[config.mk]
export PLATFORM = sky130hd
export DESIGN_NAME = mux_sel_pipe_flat
export DESIGN_NICKNAME = d
export VERILOG_FILES = /design/src/rtl/mux_sel_pipe_if.sv /design/src/rtl/mux_sel_pipe.sv /design/src/flat_wrapper.sv
export SDC_FILE = /design/constraint.sdc
export NUM_CORES = 1
export LEC_CHECK = 0
export CAP_MARGIN = 15
export CELL_PAD_IN_SITES_DETAIL_PLACEMENT = 0
export CELL_PAD_IN_SITES_GLOBAL_PLACEMENT = 1
export CORE_ASPECT_RATIO = 1.1
export CORE_UTILIZATION = 31
export CTS_BUF_LIST = sky130_fd_sc_hd__clkbuf_4
export DETAILED_ROUTE_END_ITERATION = 6
export PLACE_DENSITY_LB_ADDON = 0.12
export SETUP_SLACK_MARGIN = 0.5
export SYNTH_ARGS = -nofsm -noshare
export SYNTH_HDL_FRONTEND = slang
export SYNTH_SLANG_ARGS = --single-unit
[constraint.sdc]
create_clock -name clk -period 2.7 [get_ports clk]
set_clock_uncertainty 0.05 [all_clocks]
set_input_delay 0.675 -clock clk [delete_from_list [all_inputs] [get_ports clk]]
set_output_delay 0.675 -clock clk [all_outputs]
set_load 0.05 [all_outputs]
[src/rtl/mux_sel_pipe_if.sv]
// mux_sel_pipe_if: producer/consumer bundle for mux_sel_pipe.
// master = the side that offers select/data beats and consumes Mux_Out;
// slave  = the mux pipeline itself.
interface mux_sel_pipe_if #(
  parameter int unsigned WIDTH  = 32,
  parameter int unsigned NUM_IN = 4,
  parameter int unsigned SEL_W  = 2
);
  logic                    in_valid;
  logic                    in_ready;
  logic [SEL_W-1:0]        Ctrl;
  logic [NUM_IN*WIDTH-1:0] Entradas;
  logic                    out_valid;
  logic                    out_ready;
  logic [WIDTH-1:0]        Mux_Out;
  logic                    sel_err;

  modport master (
    output in_valid, Ctrl, Entradas, out_ready,
    input  in_ready, out_valid, Mux_Out, sel_err
  );

  modport slave (
    input  in_valid, Ctrl, Entradas, out_ready,
    output in_ready, out_valid, Mux_Out, sel_err
  );
endinterface

[src/rtl/mux_sel_pipe.sv]
// mux_sel_pipe: registered N:1 channel select feeding a 2-entry output FIFO.
// An out-of-range Ctrl yields a zero data beat tagged with sel_err.
// Optional feature macro: MUX_SEL_ERR_CNT_EN adds err_cnt[7:0], a saturating
// count of captured out-of-range beats.
module mux_sel_pipe #(
  parameter int unsigned WIDTH  = 32,
  parameter int unsigned NUM_IN = 4,
  parameter int unsigned SEL_W  = 2
) (
  input  logic             clk,
  input  logic             reset,
  mux_sel_pipe_if.slave    bus
`ifdef MUX_SEL_ERR_CNT_EN
  ,
  output logic [7:0]       err_cnt
`endif
);

  logic [1:0]       count;
  logic [WIDTH-1:0] head_data;
  logic [WIDTH-1:0] tail_data;
  logic             head_err;
  logic             tail_err;
  logic [WIDTH-1:0] sel_data;
  logic             sel_hit;
  logic             push;
  logic             pop;

  // Flow control depends only on the registered occupancy.
  assign bus.in_ready  = (count != 2'd2);
  assign bus.out_valid = (count != 2'd0);
  assign push          = bus.in_valid & bus.in_ready;
  assign pop           = bus.out_valid & bus.out_ready;

  // Outputs come straight from the head register.
  assign bus.Mux_Out = head_data;
  assign bus.sel_err = head_err;

  // Channel select; leaves zero data and sel_hit=0 for out-of-range Ctrl.
  always_comb begin
    sel_data = '0;
    sel_hit  = 1'b0;
    for (int unsigned k = 0; k < NUM_IN; k++) begin
      if (bus.Ctrl == SEL_W'(k)) begin
        sel_data = bus.Entradas[k*WIDTH +: WIDTH];
        sel_hit  = 1'b1;
      end
    end
  end

  // Two-entry FIFO: head drives the outputs, tail holds the second beat.
  always_ff @(posedge clk) begin
    if (reset) begin
      count     <= 2'd0;
      head_data <= '0;
      head_err  <= 1'b0;
      tail_data <= '0;
      tail_err  <= 1'b0;
    end else begin
      case ({push, pop})
        2'b10: begin
          if (count == 2'd0) begin
            head_data <= sel_data;
            head_err  <= ~sel_hit;
          end else begin
            tail_data <= sel_data;
            tail_err  <= ~sel_hit;
          end
          count <= count + 2'd1;
        end
        2'b01: begin
          // Tail is kept zero whenever unused, so shifting it into the head
          // also zeroes the outputs when the FIFO drains to empty.
          head_data <= tail_data;
          head_err  <= tail_err;
          tail_data <= '0;
          tail_err  <= 1'b0;
          count     <= count - 2'd1;
        end
        2'b11: begin
          // Only reachable with count==1: the new beat replaces the head.
          head_data <= sel_data;
          head_err  <= ~sel_hit;
        end
        default: ;
      endcase
    end
  end

`ifdef MUX_SEL_ERR_CNT_EN
  // Saturating count of captured out-of-range beats.
  always_ff @(posedge clk) begin
    if (reset) begin
      err_cnt <= 8'd0;
    end else if (push && !sel_hit && (err_cnt != 8'hFF)) begin
      err_cnt <= err_cnt + 8'd1;
    end
  end
`endif

endmodule
[src/flat_wrapper.sv]
// flat-port wrapper written by rule: the top's interface ports become plain ports
module mux_sel_pipe_flat 
#(
  parameter int unsigned WIDTH  = 32,
  parameter int unsigned NUM_IN = 4,
  parameter int unsigned SEL_W  = 2
)
  (clk, reset, bus_in_valid, bus_Ctrl, bus_Entradas, bus_out_ready, bus_in_ready, bus_out_valid, bus_Mux_Out, bus_sel_err);
  mux_sel_pipe_if #(.WIDTH(WIDTH), .NUM_IN(NUM_IN), .SEL_W(SEL_W)) bus_i ();
  input  logic clk;
  input  logic reset;
  input wire logic [$bits(bus_i.in_valid)-1:0] bus_in_valid;
  input wire logic [$bits(bus_i.Ctrl)-1:0] bus_Ctrl;
  input wire logic [$bits(bus_i.Entradas)-1:0] bus_Entradas;
  input wire logic [$bits(bus_i.out_ready)-1:0] bus_out_ready;
  output wire logic [$bits(bus_i.in_ready)-1:0] bus_in_ready;
  output wire logic [$bits(bus_i.out_valid)-1:0] bus_out_valid;
  output wire logic [$bits(bus_i.Mux_Out)-1:0] bus_Mux_Out;
  output wire logic [$bits(bus_i.sel_err)-1:0] bus_sel_err;
  assign bus_i.in_valid = bus_in_valid;
  assign bus_i.Ctrl = bus_Ctrl;
  assign bus_i.Entradas = bus_Entradas;
  assign bus_i.out_ready = bus_out_ready;
  assign bus_in_ready = bus_i.in_ready;
  assign bus_out_valid = bus_i.out_valid;
  assign bus_Mux_Out = bus_i.Mux_Out;
  assign bus_sel_err = bus_i.sel_err;
  mux_sel_pipe #(.WIDTH(WIDTH), .NUM_IN(NUM_IN), .SEL_W(SEL_W)) u_core (.clk(clk), .reset(reset), .bus(bus_i));
endmodule
# Yosys cells after proc, flatten, opt, wreduce, memory -nomap -nowiden
# Index checks and enable logic that the tools add are counted.
# Widths: inputs -> output; s select.
# totals
wordCells	43
reg_bits	68
in_bits	134
# classes
n_reduce_logical	7
muxes	17
bitwise	3
n_eq_ne	9
addsub	2
# op_table
operator	n
$mux 32	6
$pmux 32 s3	1
$pmux 32 s2	1
$eq 2x2->1 const B	4
$mux 1	6
$eq 2x1->1 const B	2
$logic_not 2->1	2
$ne 2x2->1 const B	2
$pmux 2 s2	1
$reduce_and 2->1	2
$reduce_bool 2->1	2
$pmux 1 s3	1
$reduce_bool 3->1	1
$add 2x1->2 const B	1
$and 1x1->1	2
$ne 2x1->1 const B	1
$pmux 1 s2	1
$sub 2x1->2 const B	1
$not 1->1	1

# Logic depth before layout (Yosys ltp)
# Gate-level depths: netlist (run 1).
# logic_depth
ltp_word	8
mapped_depth	10

# Worst setup path after synthesis (run 1)
# Ideal clock, no wire load.
# synth_timing
path_type	register to register
startpoint	register u_core.count[0]
endpoint	register u_core.head_data[25] (netlist: u_core.bus.Mux_Out[25])
synth_period_minus_slack_ns	2.398
required_ns	2.591
slack_ns	0.302
arrival_ns	2.289
path_stages_with_launch	10
path_cell_list	dfxtp_1 -> nand2b_1 -> nand2_1 -> ha_1 -> buf_2 -> or2_1 -> clkbuf_1 -> buf_2 -> o22ai_1 -> o221a_2
# synth_via
elab_chain_cells	5
elab_cells_between_ends	12
# synth_rtl
element	line	rtl
start, declared	mux_sel_pipe.sv:19	logic [1:0] count;
start signal, assigned	mux_sel_pipe.sv:69	count <= count + 2'd1;
start signal, assigned	mux_sel_pipe.sv:78	count <= count - 2'd1;
$ne 2x2->1 (*)	mux_sel_pipe.sv:30	assign bus.in_ready = (count != 2'd2);
net bus_in_ready	flat_wrapper.sv:16	output wire logic [$bits(bus_i.in_ready)-1:0] bus_in_ready;
$and 1x1->1 (*)	mux_sel_pipe.sv:32	assign push = bus.in_valid & bus.in_ready;
$eq 2x2->1 or $eq 2x1->1 (tied branches)	mux_sel_pipe.sv:60	case ({push, pop})
$ne 2x1->1 (no line) or $reduce_bool 3->1 (tied branches)	n/a	
$reduce_and 2->1 (no line)	n/a	
end signal, assigned	mux_sel_pipe.sv:63	head_data <= sel_data;
end signal, assigned	mux_sel_pipe.sv:74	head_data <= tail_data;
end signal, assigned	mux_sel_pipe.sv:82	head_data <= sel_data;
end, declared	mux_sel_pipe.sv:20	logic [WIDTH-1:0] head_data;
# The timed path passes the listed nets; every way through them passes the cells marked *.
# A chain may end at the register's enable or synchronous reset.

# Worst setup path in the final report (run 1)
# layout_timing
startpoint	register u_core.count[0]
endpoint	output bus_in_ready
# layout_via
elab_chain_cells	1
# layout_rtl
element	line
$ne 2x2->1	mux_sel_pipe.sv:30
end, declared	flat_wrapper.sv:16
# Every way passes these cells.

==> out/results.ini, run 1 <==
[yosys]
synthesis.area_um2=3521
synth_cells=357
synthDominantCellAreaShare_pct=38.66
ys_top_cells_by_area=dfxtp_1 (39%), mux2i_1 (18%), o221a_1 (9.6%)
synth_warnings=0
synth.net_count=493
yosys.cell_types.count=30
ys_ff_latch=68
post-synth-top-area-cell=dfxtp_1
synth.avg_cell_area_um2=9.862
synth-seq-area-share_pct=38.66

[cells_and_area]
final_common_cell=clkdlybuf4s50_1
sequential_cell_area_um2=1364
layout.nets=653
multiInputGateArea_um2=2031
finish.cell_count_without_fillers=669
antennaDiodeCount=0
drive_gt1_share_pct=11.49
final_design_area_no_fill_um2=5598
area_growth_syn_to_layout_pct=58.99
fillCellCount=1083
most-common-layout-cells=clkdlybuf4s50_1 (132), dfxtp_1 (66), mux2i_1 (64)

[min_path]
holdPathStages=1
hp-class=register to register
holdCritStartpoint=u_core.tail_err
worstHoldEndpoint=u_core.tail_err

[setup_path]
arrival_ns=1.39
crit_path_top_delay_cell=dfxtp_2
timing.critical_path.buf_inv=1
worst-setup-path-type=register to output pin
r2r_setup_slack_ns=0.74
cp_data_required_time_ns=1.98
critical_path.max_stage_delay_ns=0.46
worst_r2r_startpoint=u_core.count[0]
reg2reg_to=u_core.bus.Mux_Out[30]
kind_of_capture_point_of_the_worst_setup_path=output pin
rr_worst_depth=7
startpoint_type=register
cp_max_fo=6
timing.critical_path.cells=nand2b_2 > clkdlybuf4s18_2
cp_top_family=flip-flops

[global_routing]
grt_use_total_pct=19.24
overflow=0
vias_in_the_first_global_route=3641
grt_first_pass_wirelength_um=18110
antenna_found_initial=0
grt_start_max_net_pins=35

[clocking]
h-tree-depth=3
clk_pin_slew_ns=0.13
clock-sinks=68
clk_path_buf_depth=2
tritoncts=done
post_cts_buffers=0
numCtsBuffers=9
insertion_delay_ns=0.41
cts_root_buf=clkbuf_4

[route]
drc_errors=0
dr.first_iter.drc_count=121
drt-total-wl_um=11230
dr_total_vias=3487
drt.antenna.violating_nets=0
drtPass1Iterations=4
via_per_inst=5.212
route.detailed.wl_per_inst_um=16.79

[sta]
achievable_clock_frequency_mhz=471.9
worst_slew_pin_slew_ns=0.5543
max_slew_margin_pct=63.19
period_share_pct=78.48
slew_violations=0
finalCriticalPeriod_ns=2.119
setup_viol=0
rsz0062_at_grt=false
fin_tns_setup_ns=0
hold_viol=0
timing.hold.ws_ns=0.4316

[floorplan]
die_h_um=113.8
core_area_um2=11010
horizontal_die_dimension_um=103.6
start_util_pct=31.98
io_pins=169
die_area_um2=11790
rows=40

[place]
dpl-instance-area_um2=5490
gp_routability_congestion=0.7400
dpl.hpwl_um=8044
port-buffer-count=168
post-place-cells=653

[power]
vdd_drop_max_v=0.0004365
pwr_cell_area_nw_per_um2=885.5
p_leak_nw=2.307

[run]
maxCapViolCount=0

[outcome]
status=completed

==> per-layer routing <==
layer / up-vias / GRT usage, % / part of all wire, %
li1: 1703 / - / -
met4: 0 / 5.990 / 1.2
met1: 1651 / 22.93 / 44
met3: 14 / 4.229 / 6.3
met5: - / 0 / 0
met2: 119 / 34.50 / 49
==> stage by stage <==
| step | total power [mW] | setup slack [ns] | util (%) |
|---|---|---|---|
| 6_report | 4.957 | 0.5811 | 50.84 |
| 5_1_grt | 5.254 | 0.5041 | 50.84 |
| 4_1_cts | 5.003 | 0.3819 | 50.81 |
| 3_5_place_dp | 4.449 | 0.1257 | 49.86 |
| 3_3_place_gp | 4.413 | 0.1647 | 49.86 |
| 2_1_floorplan | 3.419 | 0.4747 | - |
==> flip-flops by register name (all words and copies together) (netlist names) <==
register,flops
u_core.bus.Mux_Out,32
u_core.bus.sel_err,1
u_core.count,2
u_core.tail_data,32
u_core.tail_err,1
==> report_power, final <==
part	internal (mW)	total, mW	switching (mW)
registers	1.36	1.57	0.211
logic	1.02	2.70	1.68
clock network	0.287	0.688	0.401
==> worst max-delay path by stage <==
stage | to | depth (start not counted) | slack [ns] | from
floorplan | u_core.bus.Mux_Out[12] | 10 | 0.47 | bus_out_ready
global placement | u_core.bus.Mux_Out[26] | 8 | 0.16 | bus_out_ready
detailed placement | u_core.bus.Mux_Out[0] | 8 | 0.13 | bus_out_ready
CTS | bus_out_valid | 3 | 0.38 | u_core.count[1]
global route | bus_in_ready | 2 | 0.50 | u_core.count[0]
finish | bus_in_ready | 2 | 0.58 | u_core.count[0]
==> cell type report <==
type / instances / area share (%)
Multi-Input combinational cell: 248 / 36.28
Timing Repair Buffer: 186 / 33.28
Sequential cell: 68 / 24.36
Tap cell: 147 / 3.286
Clock inverter: 7 / 1.319
Clock buffer: 9 / 1.207
Inverter: 4 / 0.2682
==> cells in the mapped netlist <==
| master | count |
|---|---|
| o21ai_0 | 33 |
| ha_1 | 2 |
| a211oi_2 | 2 |
| xor2_1 | 1 |
| clkbuf_1 | 14 |
| o211ai_1 | 1 |
| nor2b_1 | 1 |
| a21oi_1 | 2 |
| mux2i_1 | 64 |
| o21ai_4 | 1 |
| o221a_1 | 30 |
| nand2b_1 | 2 |
| nor2_1 | 2 |
| buf_4 | 1 |
| nor2_2 | 1 |
| dfxtp_1 | 68 |
| inv_2 | 2 |
| buf_6 | 4 |
| buf_2 | 18 |
| nor3b_2 | 1 |
| o22ai_1 | 32 |
| o221a_2 | 2 |
| and2_1 | 1 |
| inv_1 | 2 |
| or3_1 | 1 |
| xnor2_1 | 1 |
| or2_1 | 2 |
| a22o_1 | 32 |
| nand2_1 | 33 |
| nand3b_1 | 1 |
==> kinds of logic after synthesis <==
group	share of synthesized area, %
compound gates	30.24
flops	38.66
mux	18.19
simple gates	5.722
buf+inv	5.970
xor+xnor	0.4976
fa+ha+maj	0.7106
==> timing repair <==
| item | in CTS | in global routing |
|---|---|---|
| hold buffers | 0 | 0 |
| endpoints found under the setup margin | 35 | 14 |
| resized for setup | 40 | 7 |
(Power assumes the default switching activity.)
==> run 2: changes to the inputs <==
Settings changed: CORE_UTILIZATION 31 to 28.
Clock period 2.7 ns to 1.75 ns, I/O delays scaled along.
==> out/results.ini, run 2 (synthesized netlist as in run 1, its figures left out) <==
[floorplan]
start_util_pct=29.00  ; -3.0 points
core_area_um2=12140  ; +10%
die_h_um=119.6  ; +5.1%
die_area_um2=13030  ; +11%
horizontal_die_dimension_um=108.9  ; +5.1%
rows=42  ; +5.0%
io_pins=169  ; unchanged

[global_routing]
grt_use_total_pct=20.25  ; +1.0 points
grt_first_pass_wirelength_um=20200  ; +12%
grt_start_max_net_pins=34  ; -2.9%
antenna_found_initial=0  ; unchanged
vias_in_the_first_global_route=3929  ; +7.9%
overflow=0  ; unchanged

[sta]
worst_slew_pin_slew_ns=0.3262  ; -0.2282 ns
setup_viol=2  ; +2
final_critical_path_setup_slack_ns=-0.002771  ; -0.5838 ns
achievable_clock_frequency_mhz=570.5
hold_viol=0  ; unchanged
fin_tns_setup_ns=-0.003248  ; -0.003248 ns
period_share_pct=100.2
rsz0062_at_grt=true
slew_violations=0  ; unchanged
finalCriticalPeriod_ns=1.753
max_slew_margin_pct=77.63  ; +14 points

[power]
p_leak_nw=2.668  ; +16%
vdd_drop_max_v=0.0007696  ; +76%
total_power_mw=9.841  ; +99%
pwr_cell_area_nw_per_um2=1437  ; +62%

[cells_and_area]
multiInputGateArea_um2=2500  ; +23%
sequential_cell_area_um2=1410  ; +3.4%
antennaDiodeCount=0  ; unchanged
layout.nets=694  ; +6.3%
area_growth_syn_to_layout_pct=94.49
final_common_cell=clkdlybuf4s50_1
fillCellCount=1026  ; -5.3%
final_design_area_no_fill_um2=6848  ; +22%
drive_gt1_share_pct=35.17  ; +24 points
most-common-layout-cells=clkdlybuf4s50_1 (131), mux2i_1 (64), buf_8 (40)

[clocking]
post_cts_hold_buffer_count=0  ; unchanged
clk_pin_slew_ns=0.13  ; about the same
insertion_delay_ns=0.43  ; +0.02 ns
cts_root_buf=clkbuf_4
h-tree-depth=3  ; unchanged
clk_path_buf_depth=2  ; unchanged
numCtsBuffers=9  ; unchanged
clock-sinks=68  ; unchanged
tritoncts=done

[setup_path]
cp_data_required_time_ns=2.06  ; +0.08 ns
cp_max_fo=8  ; +2
rr_worst_depth=8  ; +1
kind_of_capture_point_of_the_worst_setup_path=register
arrival_ns=2.07  ; +0.68 ns
worst-setup-path-type=register to register
worst_r2r_startpoint=u_core.count[0]
startpoint_type=register
reg2reg_to=u_core.tail_data[31]
r2r_setup_slack_ns=-0.003  ; -0.74 ns

[run]
maxCapViolCount=0  ; unchanged

[route]
drt-total-wl_um=12650  ; +13%
drtPass1Iterations=4  ; unchanged
route.detailed.wl_per_inst_um=17.64  ; +5.1%
drt.antenna.violating_nets=0  ; unchanged
dr.first_iter.drc_count=115  ; -5.0%
dr_total_vias=3735  ; +7.1%
via_per_inst=5.209  ; about the same
drc_errors=0  ; unchanged

[outcome]
violations=setup timing
status=finished with violations

[min_path]
holdCritStartpoint=u_core.tail_data[13]
worstHoldEndpoint=u_core.tail_data[13]
holdPathStages=1  ; unchanged
hp-class=register to register

[place]
dpl.hpwl_um=8735  ; +8.6%
port-buffer-count=168  ; unchanged
gp_routability_congestion=0.7025  ; -5.1%
dpl-instance-area_um2=5799  ; +5.6%

## run 2: cell types whose count changed in the layout (fill, tap and decap cells not counted), sizes merged
cell | before | now
clkdlybuf4s50 | 132 | 131
clkbuf | 9 | 12
clkdlybuf4s18 | 1 | 0
buf | 20 | 95
dlygate4sd2 | 33 | 1
clkinv | 3 | 2
inv | 6 | 4
## run 2: worst max path at each step
stage	slack [ns]	start	cells past startpoint	to
after floorplan	-0.16	u_core.count[0]	10	u_core.bus.Mux_Out[25]
after global placement	-0.47	bus_in_valid	8	u_core.tail_data[26]
after detailed placement	-0.52	bus_out_ready	8	u_core.bus.Mux_Out[30]
after CTS	-0.02	u_core.count[0]	4	bus_out_valid
after global routing	-0.07	u_core.count[0]	4	bus_out_valid
final	-0.003	u_core.count[0]	8	u_core.tail_data[31]
## run 2: worst max-delay path, cell delays in order (launching register included)
cell and delay, ns:
dfxtp_4 0.39, o21ai_4 0.17, inv_2 0.08, ha_4 0.19, nor2b_4 0.13, a211oi_4 0.21, buf_6 0.17, buf_8 0.15
a22o_1 0.15
## run 2: routing by layer
layer / track usage, % / wire, um / vias up
met5: 0 / 0 / -
li1: - / - / 1796
met3: 4.345 / 813 / 16
met2: 34.55 / 6437 / 142
met1: 24.87 / 5231 / 1781
met4: 6.757 / 165 / 0
## run 2: cell type report
cell class | count | share of cell area (%)
clock buffers | 12 | 1.316
clock inverters | 4 | 0.7309
inverters | 4 | 0.2193
multi-input cells | 248 | 36.51
flip-flops and latches | 68 | 20.59
well taps | 154 | 2.814
repair buffers | 227 | 37.82
## run 2: timing repair
action                                  in CTS  in global routing
cloned                                       4                  0
pin swaps                                   25                 18
gates resized for setup                    181                  3
buffers inserted                            16                  3
endpoints found under the hold margin        0                  0
endpoints found under the setup margin     103                103
## run 2: power by group
group | switching (mW) | total (mW) | internal [mW]
registers | 0.430 | 2.60 | 2.17
clock network | 0.607 | 1.09 | 0.483
logic | 3.10 | 6.15 | 3.05
## run 2: per-stage QoR
step                      worst slack (ns)  util, %  hold WS, ns  cells
after global routing              -0.07291    56.41       0.4479    717
after CTS                         -0.01531    55.97       0.4386    714
final                            -0.002771    56.41       0.4353    717
after floorplan                    -0.1551        -       0.3801    357
after detailed placement           -0.5177    47.77       0.3985    678
after global placement             -0.4709    47.77       0.3927    678
==> run 3: changes to the inputs <==
Settings changed: ABC_AREA from default to 1, CORE_UTILIZATION 28 to 26.
==> out/results.ini, run 3 <==
[outcome]
status=completed

[power]
p_leak_nw=3.238  ; +21%
pwr_cell_area_nw_per_um2=1102  ; -23%
total_power_mw=8.044  ; -18%
vdd_drop_max_v=0.0003305  ; -57%

[setup_path]
kind_of_capture_point_of_the_worst_setup_path=register
arrival_ns=1.94  ; -0.13 ns
timing.critical_path.buf_inv=5  ; +2
cp_max_fo=6  ; -2
cp_top_family=buffers and inverters
most_frequent_cell_on_the_critical_path=a21oi_2
crit_path_top_delay_cell=clkdlybuf4s50_1
cp_data_required_time_ns=2.03  ; -0.03 ns
r2r_setup_slack_ns=0.12  ; +0.12 ns
timing.critical_path.cells=clkdlybuf4s50_1 > nand2_1 > ha_4 > buf_8 > buf_12 > buf_4 > nand2_4 > inv_2 > a21oi_2 > a21oi_2
startpoint_type=primary input
critical_path.max_stage_delay_ns=0.48  ; +0.09 ns
worst-setup-path-type=primary input to register
worst_r2r_startpoint=u_core.count[1]
rr_worst_depth=12  ; +4
reg2reg_to=u_core.bus.Mux_Out[24]

[place]
gp_routability_congestion=0.7430  ; +5.8%
dpl.hpwl_um=10400  ; +19%
port-buffer-count=168  ; unchanged
post-place-cells=970  ; +43%
preCtsSetupSlack_ns=-0.4353  ; +0.08243 ns

[yosys]
synth.net_count=769  ; +56%
synth.avg_cell_area_um2=6.220  ; -37%
yosys.cell_count.top_type=nand2_1
post-synth-top-area-cell=dfxtp_1
ys_ff_latch=68  ; unchanged
synth-edff-count=0  ; unchanged
synth-seq-area-share_pct=34.57  ; -4.1 points
ys_top_cells_by_area=dfxtp_1 (35%), nand2_1 (16%), a21oi_1 (8.4%)
synthDominantCellAreaShare_pct=34.57  ; -4.1 points
synthesis.area_um2=3938  ; +12%
synth_compound_area_share_pct=16.87  ; -13 points
synth_common_cells=nand2_1 (170), nor2_1 (69), dfxtp_1 (68)
synth-simple-area-share_pct=38.13  ; +32 points
postSynth.asyncResetShare_pct=0  ; unchanged
synth_fa_ha_area_share_pct=0.6355  ; -0.075 points
synth_cells=633  ; +77%
yosys.cell_types.count=19  ; -37%
synthMuxAreaShare_pct=0  ; -18 points
synth_warnings=0  ; unchanged
main_combinational_cell_family_by_area_after_synthesis=simple AND/OR/NAND/NOR gates
synth_xor_xnor_area_share_pct=0  ; -0.50 points
yosys_most_used_dff=dfxtp_1

[min_path]
hp-class=register to register
worstHoldEndpoint=u_core.tail_data[26]
holdPathStages=2  ; +1
holdCritStartpoint=u_core.tail_data[26]

[sta]
final_critical_path_setup_slack_ns=0.09219  ; +0.09497 ns
setup_viol=0  ; -2
fin_tns_setup_ns=0  ; +0.003248 ns
finalCriticalPeriod_ns=1.658  ; -0.09497 ns
rsz0062_at_grt=true
hold_viol=0  ; unchanged
slew_violations=0  ; unchanged
max_slew_margin_pct=76.44  ; -1.2 points
achievable_clock_frequency_mhz=603.2  ; +5.7%
period_share_pct=94.73  ; -5.4 points
worst_slew_pin_slew_ns=0.3534  ; +0.02722 ns

[route]
drtPass1Iterations=4  ; unchanged
via_per_inst=4.743  ; -9.0%
route.detailed.wl_per_inst_um=15.55  ; -12%
drc_errors=0  ; unchanged
drt-total-wl_um=15660  ; +24%
drt.antenna.violating_nets=0  ; unchanged
dr_total_vias=4776  ; +28%
dr.first_iter.drc_count=198  ; +72%

[floorplan]
die_h_um=131.1  ; +9.6%
die_area_um2=15640  ; +20%
io_pins=169  ; unchanged
horizontal_die_dimension_um=119.3  ; +9.6%
core_area_um2=14620  ; +20%
start_util_pct=26.93  ; -2.1 points
rows=46  ; +9.5%

[cells_and_area]
most-common-layout-cells=clkdlybuf4s50_1 (130), nand2_1 (122), nand3_1 (65)
layout.nets=944  ; +36%
multiInputGateArea_um2=2864  ; +15%
fillCellCount=1490  ; +45%
sequential_cell_area_um2=1410  ; unchanged
final_common_cell=clkdlybuf4s50_1
drive_gt1_share_pct=35.79  ; +0.62 points
finish.cell_count_without_fillers=1007  ; +40%
area_growth_syn_to_layout_pct=85.45

[global_routing]
vias_in_the_first_global_route=4740  ; +21%
overflow=0  ; unchanged
grt_use_total_pct=19.95  ; -0.31 points
grt_start_max_net_pins=43  ; +26%
grt_first_pass_wirelength_um=24250  ; +20%
antenna_found_initial=2  ; +2

[clocking]
clk_path_buf_depth=2  ; unchanged
tritoncts=done
insertion_delay_ns=0.43  ; about the same
clk_pin_slew_ns=0.12  ; about the same
numCtsBuffers=9  ; unchanged
h-tree-depth=3  ; unchanged
clock-sinks=68  ; unchanged
cts_root_buf=clkbuf_4

[run]
maxCapViolCount=0  ; unchanged

run 3: cell types whose count changed after synthesis, moves of 4 or more:
| cell | delta |
|---|---|
| a22o_1 | -32 |
| buf_2 | +11 |
| clkbuf_1 | +4 |
| inv_1 | +33 |
| o21ai_1 | +40 |
| nand3b_1 | +31 |
| nand3_1 | +66 |
| nor2_1 | +67 |
| mux2i_1 | -64 |
| o22ai_1 | -32 |
| o21ai_0 | -8 |
| nand2_1 | +137 |
| a21oi_1 | +64 |
| o221a_1 | -30 |
run 3: where the power goes:
part / leakage [nW] / internal [mW] / total, mW / switching, mW
registers: 0.572 / 2.00 / 2.34 / 0.339
clock network: 0.0496 / 0.268 / 0.866 / 0.598
logic: 2.62 / 2.22 / 4.84 / 2.63
total: 3.24 / 4.48 / 8.04 / 3.56
run 3: per-stage QoR:
step	util (%)	hold WS (ns)	area, um^2
global route	49.93	0.4273	7300
detailed placement	41.60	0.3959	6082
CTS	46.58	0.4126	6809
global placement	41.60	0.3910	6082
floorplan	-	0.3829	4106
finish	49.95	0.4132	7302
run 3: layout make-up:
class / count / area share (%)
Sequential cell: 68 / 19.31
Clock inverter: 7 / 0.4626
Inverter: 39 / 2.176
Antenna cell: 2 / 0.06854
Timing Repair Buffer: 214 / 34.54
Multi-Input combinational cell: 476 / 39.22
Tap cell: 192 / 3.290
Clock buffer: 9 / 0.9253
run 3: worst max-delay path by stage:
stage                         start                endpoint  slack (ns)  cells past startpoint
floorplan           u_core.count[1]    u_core.tail_data[10]        0.03                     13
global placement       bus_in_valid     u_core.tail_data[1]       -0.37                      9
finish                 bus_in_valid  u_core.bus.Mux_Out[24]        0.09                     10
global route        u_core.count[1]  u_core.bus.Mux_Out[18]        0.02                     11
detailed placement     bus_in_valid    u_core.tail_data[11]       -0.44                      9
CTS                 u_core.count[0]            bus_in_ready        0.08                      4
run 3: cell families after synthesis:
kind of cell / count (synthesis)
AO/OA/AOI/OAI: 132
adder cells (fa/ha/maj): 2
buffers and inverters: 89
flip-flops: 68
AND/OR/NAND/NOR: 342
run 3: metal layers:
layer / track usage [%] / up-vias / wire (um)
met5: 0 / - / 0
met3: 3.503 / 12 / 669
met1: 23.58 / 2240 / 6645
li1: - / 2417 / -
met4: 6.397 / 0 / 204
met2: 36.73 / 107 / 8137
run 3: tightest hold or removal path, delay by kind of cell (launching register included):
family | cells | cell delay [ns]
DFF | 1 | 0.33
AOI/OAI and AO/OA | 1 | 0.05
and+or+nand+nor | 1 | 0.05
run 3: what timing repair did:
item / CTS / global route
setup endpoints to repair: 102 / 103
gates cloned: 5 / 1
hold buffers: 0 / 0
pin swaps: 41 / 62
buffers inserted: 8 / 5
resized for setup: 152 / 135
